===== src/rtl/hazard_scoreboard_unit_if.sv =====
// hazard_scoreboard_unit_if
//   Bundles the hazard/scoreboard control signals between the ID-stage
//   pipeline logic (master) and the hazard scoreboard unit (slave).
//   Signals:
//     PCSrc, EX_j, EX_jal, EX_jr    EX-stage redirect indications
//     ALU_stall, SWM_stall_i        structural stalls
//     id_src_vld/id_src_reg         ID source operands (packed)
//     id_wr_en/id_wr_reg/id_wr_lat  ID destination and producer latency
//     PCWrite, IF_ID_remain         PC / IF-ID hold controls
//     IF_Flush, ID_Flush, EX_Flush  stage flushes
//     sb_busy                       any scoreboard entry pending
//   Optional (HAZ_STATS_EN): stats_clr_i, stall_cyc, flush_cnt.
interface hazard_scoreboard_unit_if #(
  parameter int unsigned REG_AW  = 5,
  parameter int unsigned NUM_SRC = 2,
  parameter int unsigned CNT_W   = 3
);
  logic                      PCSrc;
  logic                      EX_j;
  logic                      EX_jal;
  logic                      EX_jr;
  logic                      ALU_stall;
  logic                      SWM_stall_i;
  logic [NUM_SRC-1:0]        id_src_vld;
  logic [NUM_SRC*REG_AW-1:0] id_src_reg;
  logic                      id_wr_en;
  logic [REG_AW-1:0]         id_wr_reg;
  logic [CNT_W-1:0]          id_wr_lat;
  logic                      PCWrite;
  logic                      IF_ID_remain;
  logic                      IF_Flush;
  logic                      ID_Flush;
  logic                      EX_Flush;
  logic                      sb_busy;
`ifdef HAZ_STATS_EN
  logic                      stats_clr_i;
  logic [31:0]               stall_cyc;
  logic [15:0]               flush_cnt;
`endif

  modport master (
    output PCSrc, EX_j, EX_jal, EX_jr, ALU_stall, SWM_stall_i,
    output id_src_vld, id_src_reg, id_wr_en, id_wr_reg, id_wr_lat,
`ifdef HAZ_STATS_EN
    output stats_clr_i,
    input  stall_cyc, flush_cnt,
`endif
    input  PCWrite, IF_ID_remain, IF_Flush, ID_Flush, EX_Flush, sb_busy
  );

  modport slave (
    input  PCSrc, EX_j, EX_jal, EX_jr, ALU_stall, SWM_stall_i,
    input  id_src_vld, id_src_reg, id_wr_en, id_wr_reg, id_wr_lat,
`ifdef HAZ_STATS_EN
    input  stats_clr_i,
    output stall_cyc, flush_cnt,
`endif
    output PCWrite, IF_ID_remain, IF_Flush, ID_Flush, EX_Flush, sb_busy
  );
endinterface


===== src/rtl/hazard_scoreboard_unit.sv =====
// hazard_scoreboard_unit
//   Per-register scoreboard of result-ready countdowns beside the ID stage.
//   Stalls ID (bubble) until every read source is forwardable, for producers
//   of any latency, and drives PC/IF-ID/flush controls with priority
//   branch > jump > ALU stall > SWM stall > scoreboard stall.
//   Ports:
//     clk_i  rising-edge clock
//     rst_n  asynchronous active-low reset
//     hz     hazard_scoreboard_unit_if.slave (see interface for signals)
//   Optional feature macro HAZ_STATS_EN: saturating stall-cycle and flush
//   counters with synchronous clear via stats_clr_i.
module hazard_scoreboard_unit #(
  parameter int unsigned REG_AW  = 5,
  parameter int unsigned NUM_SRC = 2,
  parameter int unsigned CNT_W   = 3
) (
  input  logic                      clk_i,
  input  logic                      rst_n,
  hazard_scoreboard_unit_if.slave   hz
);
  localparam int unsigned NUM_REGS = 1 << REG_AW;

  logic [CNT_W-1:0]  cnt_q [NUM_REGS];
  logic [CNT_W-1:0]  cnt_d [NUM_REGS];
  logic              ex_vld_q, ex_vld_d;
  logic [REG_AW-1:0] ex_reg_q, ex_reg_d;

  logic advance;
  logic sb_hit;
  logic busy;
  logic issue;
  logic pcw, remain, if_fl, id_fl, ex_fl;

  assign advance = !hz.ALU_stall && !hz.SWM_stall_i;

  always_comb begin
    sb_hit = 1'b0;
    for (int unsigned s = 0; s < NUM_SRC; s++) begin
      if (hz.id_src_vld[s] && (hz.id_src_reg[s*REG_AW +: REG_AW] != '0) &&
          (cnt_q[hz.id_src_reg[s*REG_AW +: REG_AW]] != '0))
        sb_hit = 1'b1;
    end
  end

  always_comb begin
    busy = 1'b0;
    for (int unsigned r = 0; r < NUM_REGS; r++)
      if (cnt_q[r] != '0) busy = 1'b1;
  end

  always_comb begin
    pcw    = 1'b1;
    remain = 1'b0;
    if_fl  = 1'b0;
    id_fl  = 1'b0;
    ex_fl  = 1'b0;
    if (hz.PCSrc) begin
      if_fl = 1'b1;
      id_fl = 1'b1;
      ex_fl = 1'b1;
    end else if (hz.EX_jr || hz.EX_j || hz.EX_jal) begin
      if_fl = 1'b1;
      id_fl = 1'b1;
    end else if (hz.ALU_stall || hz.SWM_stall_i) begin
      pcw    = 1'b0;
      remain = 1'b1;
    end else if (sb_hit) begin
      pcw    = 1'b0;
      remain = 1'b1;
      id_fl  = 1'b1;
    end
  end

  assign hz.PCWrite      = pcw;
  assign hz.IF_ID_remain = remain;
  assign hz.IF_Flush     = if_fl;
  assign hz.ID_Flush     = id_fl;
  assign hz.EX_Flush     = ex_fl;
  assign hz.sb_busy      = busy;

  assign issue = advance && !id_fl && hz.id_wr_en && (hz.id_wr_reg != '0);

  // Order inside an advance cycle: decrement, then squash of the killed EX
  // producer, then the new issue (squash and issue are mutually exclusive
  // because a squash always flushes ID).
  always_comb begin
    for (int unsigned r = 0; r < NUM_REGS; r++) cnt_d[r] = cnt_q[r];
    ex_vld_d = ex_vld_q;
    ex_reg_d = ex_reg_q;
    if (advance) begin
      for (int unsigned r = 0; r < NUM_REGS; r++)
        if (cnt_q[r] != '0) cnt_d[r] = cnt_q[r] - CNT_W'(1);
      if (ex_fl && ex_vld_q) cnt_d[ex_reg_q] = '0;
      if (issue) cnt_d[hz.id_wr_reg] = hz.id_wr_lat;
      ex_vld_d = issue;
      ex_reg_d = hz.id_wr_reg;
    end
  end

  always_ff @(posedge clk_i or negedge rst_n) begin
    if (!rst_n) begin
      for (int unsigned r = 0; r < NUM_REGS; r++) cnt_q[r] <= '0;
      ex_vld_q <= 1'b0;
      ex_reg_q <= '0;
    end else begin
      for (int unsigned r = 0; r < NUM_REGS; r++) cnt_q[r] <= cnt_d[r];
      ex_vld_q <= ex_vld_d;
      ex_reg_q <= ex_reg_d;
    end
  end

`ifdef HAZ_STATS_EN
  logic [31:0] stall_cyc_q, stall_cyc_d;
  logic [15:0] flush_cnt_q, flush_cnt_d;

  always_comb begin
    stall_cyc_d = stall_cyc_q;
    flush_cnt_d = flush_cnt_q;
    if (hz.stats_clr_i) begin
      stall_cyc_d = '0;
      flush_cnt_d = '0;
    end else begin
      if (!pcw && (stall_cyc_q != '1)) stall_cyc_d = stall_cyc_q + 32'd1;
      if (if_fl && (flush_cnt_q != '1)) flush_cnt_d = flush_cnt_q + 16'd1;
    end
  end

  always_ff @(posedge clk_i or negedge rst_n) begin
    if (!rst_n) begin
      stall_cyc_q <= '0;
      flush_cnt_q <= '0;
    end else begin
      stall_cyc_q <= stall_cyc_d;
      flush_cnt_q <= flush_cnt_d;
    end
  end

  assign hz.stall_cyc = stall_cyc_q;
  assign hz.flush_cnt = flush_cnt_q;
`endif
endmodule


===== src/flat_wrapper.sv =====
// flat-port wrapper written by rule: the top's interface ports become plain ports
module hazard_scoreboard_unit_flat 
#(
  parameter int unsigned REG_AW  = 5,
  parameter int unsigned NUM_SRC = 2,
  parameter int unsigned CNT_W   = 3
)
  (clk_i, rst_n, hz_PCSrc, hz_EX_j, hz_EX_jal, hz_EX_jr, hz_ALU_stall, hz_SWM_stall_i, hz_id_src_vld, hz_id_src_reg, hz_id_wr_en, hz_id_wr_reg, hz_id_wr_lat, hz_PCWrite, hz_IF_ID_remain, hz_IF_Flush, hz_ID_Flush, hz_EX_Flush, hz_sb_busy);
  hazard_scoreboard_unit_if #(.REG_AW(REG_AW), .NUM_SRC(NUM_SRC), .CNT_W(CNT_W)) hz_i ();
  input  logic clk_i;
  input  logic rst_n;
  input wire logic [$bits(hz_i.PCSrc)-1:0] hz_PCSrc;
  input wire logic [$bits(hz_i.EX_j)-1:0] hz_EX_j;
  input wire logic [$bits(hz_i.EX_jal)-1:0] hz_EX_jal;
  input wire logic [$bits(hz_i.EX_jr)-1:0] hz_EX_jr;
  input wire logic [$bits(hz_i.ALU_stall)-1:0] hz_ALU_stall;
  input wire logic [$bits(hz_i.SWM_stall_i)-1:0] hz_SWM_stall_i;
  input wire logic [$bits(hz_i.id_src_vld)-1:0] hz_id_src_vld;
  input wire logic [$bits(hz_i.id_src_reg)-1:0] hz_id_src_reg;
  input wire logic [$bits(hz_i.id_wr_en)-1:0] hz_id_wr_en;
  input wire logic [$bits(hz_i.id_wr_reg)-1:0] hz_id_wr_reg;
  input wire logic [$bits(hz_i.id_wr_lat)-1:0] hz_id_wr_lat;
  output wire logic [$bits(hz_i.PCWrite)-1:0] hz_PCWrite;
  output wire logic [$bits(hz_i.IF_ID_remain)-1:0] hz_IF_ID_remain;
  output wire logic [$bits(hz_i.IF_Flush)-1:0] hz_IF_Flush;
  output wire logic [$bits(hz_i.ID_Flush)-1:0] hz_ID_Flush;
  output wire logic [$bits(hz_i.EX_Flush)-1:0] hz_EX_Flush;
  output wire logic [$bits(hz_i.sb_busy)-1:0] hz_sb_busy;
  assign hz_i.PCSrc = hz_PCSrc;
  assign hz_i.EX_j = hz_EX_j;
  assign hz_i.EX_jal = hz_EX_jal;
  assign hz_i.EX_jr = hz_EX_jr;
  assign hz_i.ALU_stall = hz_ALU_stall;
  assign hz_i.SWM_stall_i = hz_SWM_stall_i;
  assign hz_i.id_src_vld = hz_id_src_vld;
  assign hz_i.id_src_reg = hz_id_src_reg;
  assign hz_i.id_wr_en = hz_id_wr_en;
  assign hz_i.id_wr_reg = hz_id_wr_reg;
  assign hz_i.id_wr_lat = hz_id_wr_lat;
  assign hz_PCWrite = hz_i.PCWrite;
  assign hz_IF_ID_remain = hz_i.IF_ID_remain;
  assign hz_IF_Flush = hz_i.IF_Flush;
  assign hz_ID_Flush = hz_i.ID_Flush;
  assign hz_EX_Flush = hz_i.EX_Flush;
  assign hz_sb_busy = hz_i.sb_busy;
  hazard_scoreboard_unit #(.REG_AW(REG_AW), .NUM_SRC(NUM_SRC), .CNT_W(CNT_W)) u_core (.clk_i(clk_i), .rst_n(rst_n), .hz(hz_i));
endmodule

===== config.mk =====
export PLATFORM = sky130hd
export DESIGN_NAME = hazard_scoreboard_unit_flat
export DESIGN_NICKNAME = d
export VERILOG_FILES = /design/src/rtl/hazard_scoreboard_unit_if.sv /design/src/rtl/hazard_scoreboard_unit.sv /design/src/flat_wrapper.sv
export SDC_FILE = /design/constraint.sdc
export NUM_CORES = 1
export LEC_CHECK = 0
export ABC_AREA = 1
export BUFFER_PORTS_ARGS = -buffer_cell sky130_fd_sc_hd__buf_2
export CAP_MARGIN = 20
export CELL_PAD_IN_SITES_DETAIL_PLACEMENT = 1
export CELL_PAD_IN_SITES_GLOBAL_PLACEMENT = 2
export CORE_ASPECT_RATIO = 0.5
export CORE_MARGIN = 2
export CORE_UTILIZATION = 38
export CTS_CLUSTER_DIAMETER = 50
export CTS_CLUSTER_SIZE = 24
export DETAILED_ROUTE_END_ITERATION = 8
export GPL_TIMING_DRIVEN = 0
export PLACE_DENSITY_LB_ADDON = 0.12
export SYNTH_ARGS = -nofsm -noshare
export SYNTH_HDL_FRONTEND = slang
export SYNTH_SLANG_ARGS = --single-unit
export TNS_END_PERCENT = 1

===== constraint.sdc =====
create_clock -name clk_i -period 2.7 [get_ports clk_i]
set_input_delay 0.54 -clock clk_i [delete_from_list [all_inputs] [get_ports clk_i]]
set_output_delay 0.54 -clock clk_i [all_outputs]
set_load 0.01 [all_outputs]

==> impl_metrics.json, run 1 <==
{
  "clkLatencyLatePin_ps": 400,
  "via_count": 12500,
  "maxCapViolCount": 0,
  "yosys_warnings": 0,
  "postRouteAntennaNets": 0,
  "numPortBuffers": 29,
  "drtPass1Iterations": 5,
  "arrival_ps": 2180,
  "maxSlewViolCount": 0,
  "clockBufferDepth": 2,
  "cts_tree": "built",
  "final.setup.worst_slack_ps": -17.2,
  "post_drt_wl_per_cell_um": 22.6,
  "yosysTopAreaCell": "nand2_1",
  "yosys-top-cells-count": "770 x nand2_1, 197 x nor2_1, 144 x nand3_1",
  "synthFlopType": "dfrtp_1",
  "r2r_setup_slack_ps": 110,
  "ioPinCount": 35,
  "first_iter_violations": 1106,
  "drive_above_1_share_pct": 15.6,
  "critPathMaxStageDelay_ps": 420,
  "p_leak_nw": 6.42,
  "postSynth.asyncResetShare_pct": 100,
  "ys_top_cells_by_area": "nand2_1 27%, dfrtp_1 24%, ha_1 7.4%",
  "cts_root_buffer": "clkbuf_16",
  "cts_buffers": 9,
  "fp.dieH_um": 123,
  "period_minus_slack_ps": 2720,
  "max-slew-margin-rel_pct": 26.2,
  "grt_max_degree": 72,
  "grt_pass1_wl_um": 76300,
  "endpoint_kind": "primary output",
  "crit_chain": "inv_1 -> ha_1 -> nand2_2 -> nor4_4 -> nand4_1 -> or2_4 -> buf_6",
  "cp_top_family": "simple AND/OR/NAND/NOR gates",
  "worst_r2r_startpoint": "u_core.ex_vld_q",
  "fmax_ghz": 0.368,
  "ys_seq_elements": 102,
  "hold_ws_ps": 28.9,
  "ys_seq_area_share_pct": 23.6,
  "synth_area_um2": 10800,
  "initial_core_util_pct": 38.8,
  "antenna_found_initial": 1,
  "ir_drop_v": 0.000421,
  "cp.required_ps": 2160,
  "fin_crit_sh_pct": 101,
  "yosysTopAreaCellShare_pct": 26.7,
  "hold_class": "in2async",
  "die_x_um": 243,
  "cp_num_buf_inv": 2,
  "cp-start-kind": "flop",
  "reg2reg_depth": 11,
  "clock_skew_ps": 14.0,
  "gp_congestion": 0.964,
  "synth_edf_count": 0,
  "core_area_um2": 27900,
  "setup_viol_count_final": 2,
  "stdcell_count": 2249,
  "avgSynthCellArea_um2": 6.04,
  "dp_hpwl_um": 37300,
  "hold_viol_final": 0,
  "powerDensity_nw_per_um2": 1170,
  "syn_inst": 1792,
  "first_global_vias": 12500,
  "place.detailed.instances": 2208,
  "rows": 43,
  "outcome": "finished, violations left",
  "path_max_fanout": 4,
  "crit_type": "reg2out",
  "die_area_um2": 29900,
  "via_per_inst": 5.57,
  "grt_usage_pct": 34.5,
  "antenna_cells": 0,
  "nets": 1956,
  "tightest_slew_ps": 1100,
  "yosysUniqueCellTypes": 32,
  "drc_errors": 0,
  "wirelength_um": 50800,
  "ctsHoldBuffers": 0,
  "syn_to_final_growth_pct": 15.1,
  "final_util_pct": 44.7,
  "reg2reg_to": "u_core.cnt_q[5]",
  "clock_sinks": 102,
  "path_clk_slew_ps": 80,
  "violations": "negative setup slack",
  "crit_slowest_cell": "dfrtp_1",
  "cts_max_level": 3,
  "rsz0062_at_grt": "yes",
  "yosysMostFrequentCell": "nand2_1",
  "globalRouteOverflowTotal": 0,
  "synth_nets": 1885
}
-- repair_timing --
action	in CTS	in global routing
setup buffers	8	18
setup endpoints to repair	22	15
gates resized for setup	95	63
pin swaps	8	16
-- power by group --
part / total, mW / internal [mW] / switching, mW
clock network: 1.41 / 0.715 / 0.697
registers: 3.03 / 2.22 / 0.808
logic: 10.1 / 3.73 / 6.36
total: 14.5 / 6.66 / 7.86
-- state kept, by name, summed over array words and instances (netlist names) --
name	cells
u_core.cnt_q	96
u_core.ex_reg_q	5
u_core.ex_vld_q	1
-- layout by cell type, fill, tap and decap left out, types with 13 or more instances in the layout --
cell,synthesis,routed
buf_4,8,31
nor2_1,197,185
inv_2,2,39
buf_2,18,40
nand3_2,52,53
nand3_1,144,142
xor2_1,43,43
nand2_2,0,26
o21ai_0,102,101
a21oi_1,28,27
dfrtp_1,102,97
nor3_1,14,13
a211oi_1,31,31
ha_1,64,57
nand2_1,770,738
clkbuf_1,32,31
buf_6,12,19
inv_1,136,97
-- cell type report --
class / instances / area (um2)
repair buffers: 60 / 445
inverters: 140 / 542
fillers: 3836 / 15400
flip-flops and latches: 102 / 2560
clock buffers: 11 / 233
multi-input cells: 1473 / 7570
well taps: 382 / 478
plain buffers: 77 / 588
clock inverters: 4 / 48.8
-- worst max path at each step --
| stage | endpoint | startpoint | cells past startpoint | slack (ps) |
|---|---|---|---|---|
| global placement | hz_ID_Flush | hz_SWM_stall_i | 7 | -930 |
| global route | hz_IF_ID_remain | u_core.cnt_q[37] | 15 | -80 |
| CTS | hz_IF_ID_remain | u_core.cnt_q[49] | 11 | -20 |
| finish | hz_sb_busy | u_core.cnt_q[81] | 7 | -20 |
| floorplan | hz_IF_ID_remain | hz_id_src_reg[1] | 14 | 210 |
| detailed placement | hz_ID_Flush | hz_SWM_stall_i | 7 | -890 |
-- worst reg2reg max path, stage by stage (launching register included) --
cell and delay [ps]:
dfrtp_1 360, nand2_1 90, inv_1 100, nand3_1 770
nor2_1 490, nor2_1 150, nand2_1 80, o21ai_0 140
nand3_1 160, nand2_1 60, nand2_1 50, nand2_1 50
-- cell families (layout without fill, tap and decap cells) --
group / after synthesis / count (layout) / share of synthesized area (%)
AND/OR/NAND/NOR: 1201 / 1201 / 47.3
XOR/XNOR: 43 / 43 / 3.48
buffers and inverters: 217 / 292 / 9.79
flip-flops: 102 / 102 / 23.6
adder cells (fa/ha/maj): 64 / 64 / 7.40
AO/OA/AOI/OAI: 165 / 165 / 8.44
-- metal layers --
metal | track usage [%] | wire length (um) | up-vias
met5 | 0 | 13 | -
met4 | 9.66 | 1270 | 2
met3 | 9.05 | 4090 | 84
met2 | 54.7 | 21800 | 407
met1 | 46.6 | 23600 | 6204
li1 | - | - | 5826
-- per-stage QoR --
step	worst slack, ps	cell area [um2]	power [mW]	setup TNS (ps)
floorplan	213	10800	9.68	0
global placement	-931	11400	11.5	-97510
detailed placement	-894	11500	12.0	-32660
CTS	-24.1	12100	14.0	-44.8
global route	-76.6	12500	16.1	-236
finish	-17.2	12500	14.5	-20.3
No activity file was read; power rests on OpenSTA's default activity.
==> inputs of run 2 (changes only) <==
--- a/config.mk
+++ b/config.mk
@@ -11,12 +11,10 @@
 export CELL_PAD_IN_SITES_DETAIL_PLACEMENT = 1
 export CELL_PAD_IN_SITES_GLOBAL_PLACEMENT = 2
 export CORE_ASPECT_RATIO = 0.5
-export CORE_MARGIN = 2
 export CORE_UTILIZATION = 38
 export CTS_CLUSTER_DIAMETER = 50
 export CTS_CLUSTER_SIZE = 24
 export DETAILED_ROUTE_END_ITERATION = 8
-export GPL_TIMING_DRIVEN = 0
 export PLACE_DENSITY_LB_ADDON = 0.12
 export SYNTH_ARGS = -nofsm -noshare
 export SYNTH_HDL_FRONTEND = slang
==> run 2 against run 1 <==
Effect of this change:
- the flow still finishes with violations (negative setup slack)
- die area shrank 2.4%
- non-clock buffer count up 29
- worst hold slack better by 26 ps
- sequential cell count stayed put
- sequential share of layout area decreased by 0.62 points
- register-to-register slack improved by 250 ps
- via count shrank 0.64%
- clock skew grew 5.6 ps
- design area grew 3.1%
- largest cell class unchanged
- largest power group unchanged
==> impl_metrics.json, run 2 (synthesis results as in run 1) <==
{
  "grtUsageMet2_pct": 49.9,
  "ioPinCount": 35,
  "die_x_um": 241,
  "arrival_ps": 2200,
  "endpoint_kind": "primary output",
  "reg2reg_depth": 17,
  "fin_crit_sh_pct": 102,
  "stdcell_count": 2279,
  "crit_slowest_cell": "dfrtp_1",
  "worst-path-stages": 9,
  "reg2reg_to": "u_core.cnt_q[40]",
  "p_leak_nw": 6.66,
  "clock_sinks": 102,
  "numPortBuffers": 34,
  "hold_viol_final": 0,
  "maxCapViolCount": 0,
  "final_cell_mix": "742 x nand2_1, 185 x nor2_1, 141 x nand3_1",
  "cts_root_buffer": "clkbuf_16",
  "setup_viol_count_final": 1,
  "nets": 1985,
  "worst_r2r_startpoint": "u_core.cnt_q[18]",
  "cp-start-kind": "flop",
  "globalRouteOverflowTotal": 0,
  "powerDensity_nw_per_um2": 1170,
  "critPathMaxStageDelay_ps": 410,
  "cts_tree": "built",
  "cp_common_cell": "buf_4",
  "largest_reg_flops": 96,
  "hold_class": "in2async",
  "ir_drop_v": 0.000535,
  "antenna_found_initial": 0,
  "clockBufferDepth": 2,
  "grt_use_met3_pct": 6.03,
  "syn_to_final_growth_pct": 18.6,
  "path_max_fanout": 2,
  "use_met1_pct": 45.6,
  "n_fill_cell": 3803,
  "cts_max_level": 3,
  "tightest_slew_ps": 806,
  "crit_chain": "inv_2 -> buf_4 -> ha_1 -> nand2_2 -> nor4_2 -> buf_4 -> nand4_1 -> or2_4 -> buf_2",
  "rows": 43,
  "antenna_cells": 0,
  "post_drt_wl_per_cell_um": 20.2,
  "via_per_inst": 5.46,
  "cp_num_buf_inv": 4,
  "grt_pass1_wl_um": 71500,
  "ctsHoldBuffers": 0,
  "total_power_mw": 15.0,
  "via_count": 12400,
  "period_minus_slack_ps": 2740,
  "first_global_vias": 12600,
  "rsz0062_at_grt": "yes",
  "grt_usage_pct": 32.5,
  "drtPass1Iterations": 5,
  "path_clk_slew_ps": 80,
  "clock_skew_ps": 19.6,
  "r2r_setup_slack_ps": 360,
  "fmax_ghz": 0.365,
  "fp.dieH_um": 121,
  "crit_type": "reg2out",
  "final.setup.worst_slack_ps": -41.7,
  "cp.required_ps": 2160,
  "gp_congestion": 0.935,
  "cp_top_family": "simple AND/OR/NAND/NOR gates",
  "cts_buffers": 9,
  "grt_max_degree": 68,
  "outcome": "finished, violations left",
  "violations": "negative setup slack",
  "crit_path_start": "u_core.cnt_q[24]",
  "initial_core_util_pct": 38.9,
  "drc_errors": 0,
  "largest_register": "u_core.cnt_q",
  "first_iter_violations": 868,
  "postRouteAntennaNets": 0,
  "core_area_um2": 27800,
  "hold_ws_ps": 55.4,
  "clkLatencyLatePin_ps": 400,
  "max-slew-margin-rel_pct": 46.3,
  "wirelength_um": 46000,
  "drive_above_1_share_pct": 18.1,
  "die_area_um2": 29200,
  "layout_commonest_cell": "nand2_1",
  "dp_hpwl_um": 33100,
  "top_regs": "u_core.cnt_q (96), u_core.ex_reg_q (5), u_core.ex_vld_q (1)",
  "crit_end": "hz_sb_busy",
  "place.detailed.instances": 2238,
  "setup_tns_ps": -41.7,
  "final_util_pct": 46.2,
  "maxSlewViolCount": 0,
  "busiest_layer": "met2"
}
==> run 2: through the flow <==
stage | setup WS [ps] | cell area, um2
after floorplan | 213 | 10800
after global placement | -102 | 12000
after detailed placement | -103 | 12000
after CTS | 2.15 | 12500
after global routing | -120 | 12800
final | -41.7 | 12800
==> run 2: power by group <==
| group | internal, mW | switching (mW) |
|---|---|---|
| registers | 2.22 | 0.759 |
| clock network | 0.754 | 0.738 |
| logic | 4.07 | 6.43 |
==> run 2: per-layer routing <==
metal	up-vias	share of wire, %
met5	-	0
met4	0	2.4
met3	71	5.5
met2	285	44
met1	6213	48
li1	5874	-
==> run 2: worst min path at each step <==
| stage | startpoint | endpoint | slack, ps | cells past startpoint |
|---|---|---|---|---|
| 2_1_floorplan | rst_n | u_core.cnt_q[0] | 240 | 0 |
| 3_3_place_gp | u_core.ex_vld_q | u_core.ex_vld_q | 460 | 2 |
| 3_5_place_dp | rst_n | u_core.cnt_q[30] | 470 | 1 |
| 4_1_cts | rst_n | u_core.cnt_q[26] | 50 | 1 |
| 5_1_grt | rst_n | u_core.cnt_q[30] | 60 | 1 |
| 6_report | rst_n | u_core.cnt_q[26] | 60 | 1 |
==> run 2: what timing repair did <==
action,CTS,global route
gates resized for setup,60,66
setup buffers,8,17
setup endpoints to repair,3,4
pin swaps,10,17
hold endpoints to repair,0,0
==> run 2: cell type report <==
class                   instances  area, um2  share of cell area, %
multi-input cells            1473       7530                   58.7
flip-flops and latches        102       2560                   19.9
repair buffers                166       1430                   11.1
inverters                     140        534                   4.16
well taps                     382        478                   3.72
clock buffers                  10        239                   1.86
clock inverters                 6       68.8                  0.536
==> inputs of run 3 (changes only) <==
--- a/config.mk
+++ b/config.mk
@@ -5,13 +5,13 @@
 export SDC_FILE = /design/constraint.sdc
 export NUM_CORES = 1
 export LEC_CHECK = 0
-export ABC_AREA = 1
+export ABC_AREA = 0
 export BUFFER_PORTS_ARGS = -buffer_cell sky130_fd_sc_hd__buf_2
 export CAP_MARGIN = 20
 export CELL_PAD_IN_SITES_DETAIL_PLACEMENT = 1
 export CELL_PAD_IN_SITES_GLOBAL_PLACEMENT = 2
-export CORE_ASPECT_RATIO = 0.5
-export CORE_UTILIZATION = 38
+export CORE_ASPECT_RATIO = 1.5
+export CORE_UTILIZATION = 42
 export CTS_CLUSTER_DIAMETER = 50
 export CTS_CLUSTER_SIZE = 24
 export DETAILED_ROUTE_END_ITERATION = 8
==> run 3 against run 2 <==
Effect of this change:
- the flow still finishes with violations (negative setup slack)
- total power down 22%
- critical path type unchanged
- highest routed layer unchanged
- cell count shrank 30%
- worst hold slack improved by 84 ps
- clock-buffer cell count decreased by 1
- largest cell class unchanged
- via count down 21%
- sequential power fell by 3%
- critical endpoint is now hz_IF_ID_remain
==> impl_metrics.json, run 3 <==
{
  "outcome": "finished, violations left",
  "violations": "negative setup slack",
  "dpl_cell_area_um2": 11200,
  "drc_errors": 0,
  "reg2reg_to": "u_core.cnt_q[47]",
  "drtPass1Iterations": 5,
  "drive_above_1_share_pct": 28.3,
  "die_x_um": 121,
  "postRouteAntennaNets": 0,
  "largest_register": "u_core.cnt_q",
  "cts_buffers": 9,
  "place.detailed.instances": 1575,
  "synth_edf_count": 0,
  "ys_top_cells_by_area": "dfrtp_1 29%, ha_1 9.0%, nand2_1 5.4%",
  "hold_viol_final": 0,
  "grt_pass1_wl_um": 57900,
  "hold_class": "in2async",
  "final.setup.worst_slack_ps": -985,
  "post_drt_wl_per_cell_um": 23.2,
  "first_global_vias": 10700,
  "yosys_warnings": 0,
  "setup_tns_ps": -59670,
  "via_count": 9836,
  "globalRouteOverflowTotal": 0,
  "fmax_ghz": 0.271,
  "max-slew-margin-rel_pct": 49.5,
  "tightest_slew_ps": 751,
  "total_power_mw": 11.6,
  "cts_root_buffer": "clkbuf_16",
  "maxCapViolCount": 0,
  "powerDensity_nw_per_um2": 1000,
  "gp_congestion": 0.949,
  "endpoint_kind": "primary output",
  "path_clk_slew_ps": 90,
  "nets": 1415,
  "critPathMaxStageDelay_ps": 530,
  "final_util_pct": 56.3,
  "ff_latch_area_um2": 2550,
  "postSynth.asyncResetShare_pct": 100,
  "synth_nets": 1183,
  "core_area_um2": 20600,
  "avgSynthCellArea_um2": 8.13,
  "yosysTopAreaCell": "dfrtp_1",
  "via_per_inst": 6.18,
  "reg2reg_depth": 10,
  "fin_area_um2": 11600,
  "r2r_setup_slack_ps": -810,
  "hold_ws_ps": 140,
  "stdcell_count": 1591,
  "cp-start-kind": "flop",
  "yosys-top-cells-count": "128 x nand2_1, 102 x dfrtp_1, 73 x inv_1",
  "path_max_fanout": 10,
  "antenna_cells": 0,
  "layout_commonest_cell": "buf_4",
  "cp_num_buf_inv": 3,
  "cp_top_family": "compound AO/OA/AOI/OAI gates",
  "initial_core_util_pct": 43.1,
  "die_area_um2": 21700,
  "yosysUniqueCellTypes": 59,
  "cts_max_level": 3,
  "grt_max_degree": 81,
  "ctsHoldBuffers": 0,
  "fp.dieH_um": 180,
  "ioPinCount": 35,
  "n_fill_cell": 2515,
  "period_minus_slack_ps": 3690,
  "fin_crit_sh_pct": 136,
  "p_leak_nw": 5.20,
  "crit_type": "reg2out",
  "synth_area_um2": 8860,
  "ys_seq_area_share_pct": 28.8,
  "cp.required_ps": 2160,
  "dp_hpwl_um": 28000,
  "clock_skew_ps": 14.3,
  "cts_tree": "built",
  "crit_chain": "or3_4 -> a222oi_1 -> o2111ai_1 -> a221o_1 -> a311oi_2 -> buf_12 -> nand2_1 -> nand2_2 -> inv_2 -> buf_2",
  "numPortBuffers": 34,
  "wirelength_um": 36900,
  "clockBufferDepth": 2,
  "top_regs": "u_core.cnt_q (96), u_core.ex_reg_q (5), u_core.ex_vld_q (1)",
  "ys_seq_elements": 102,
  "clock_sinks": 102,
  "rsz0062_at_grt": "yes",
  "rows": 64,
  "syn_inst": 1090,
  "setup_viol_count_final": 98,
  "multiInputGateArea_um2": 5900,
  "arrival_ps": 3150,
  "yosysMostFrequentCell": "nand2_1",
  "maxSlewViolCount": 0,
  "largest_reg_flops": 96,
  "crit_slowest_cell": "a222oi_1",
  "antenna_found_initial": 0,
  "worst_r2r_startpoint": "u_core.cnt_q[60]",
  "synthFlopType": "dfrtp_1",
  "dp_slack_ps": -848,
  "syn_to_final_growth_pct": 30.7,
  "ir_drop_v": 0.000421,
  "first_iter_violations": 626,
  "yosysTopAreaCellShare_pct": 28.8,
  "grt_usage_pct": 35.0,
  "final_cell_mix": "248 x buf_4, 127 x nand2_1, 102 x dfrtp_1",
  "postCtsSetupBuffers": 0,
  "clkLatencyLatePin_ps": 370
}
[run 3: worst max path at each step]
stage / from / end / slack [ps] / cells past startpoint
6_report: u_core.cnt_q[60] / hz_IF_ID_remain / -990 / 10
4_1_cts: u_core.cnt_q[60] / hz_IF_ID_remain / -920 / 10
3_5_place_dp: hz_id_src_reg[6] / u_core.cnt_q[47] / -850 / 12
5_1_grt: u_core.cnt_q[60] / hz_IF_ID_remain / -1050 / 10
3_3_place_gp: hz_id_src_reg[1] / u_core.cnt_q[47] / -660 / 12
2_1_floorplan: hz_id_src_reg[6] / u_core.cnt_q[47] / -250 / 9
[run 3: cell families (layout without fill, tap and decap cells)]
family	after synthesis	after routing	share of synthesized area (%)
AND/OR/NAND/NOR	454	454	26.2
adder cells (fa/ha/maj)	64	64	9.03
buffers and inverters	144	381	6.41
flip-flops	102	102	28.8
multiplexers	37	37	5.59
AO/OA/AOI/OAI	289	289	24.0
[run 3: routing by layer]
metal  part of all wire [%]  up-vias  wire, um  GRT usage [%]
met5                      0        -         0              0
met1                     38     4887     14100           39.7
met2                     51      305     18600           61.5
met4                    6.3        0      2320           20.3
met3                    5.0      120      1850           5.17
li1                       -     4524         -              -
[run 3: timing repair]
item | in CTS | in global routing
gates resized for setup | 23 | 1
setup endpoints to repair | 98 | 98
pin swaps | 17 | 1
[run 3: layout make-up]
cell class	instances	share of cell area, %
multi-input combinational	844	50.9
sequential	102	22.0
timing repair buffer	292	19.3
tap	264	2.85
inverter	73	2.36
clock buffer	9	1.94
clock inverter	7	0.583
[run 3: report_power, final]
part	switching, mW	leakage [nW]	internal, mW	total [mW]
Combinational	3.59	3.79	3.77	7.36
Sequential	0.656	1.26	2.23	2.88
Clock	0.715	0.145	0.652	1.37
Total	4.96	5.20	6.65	11.6
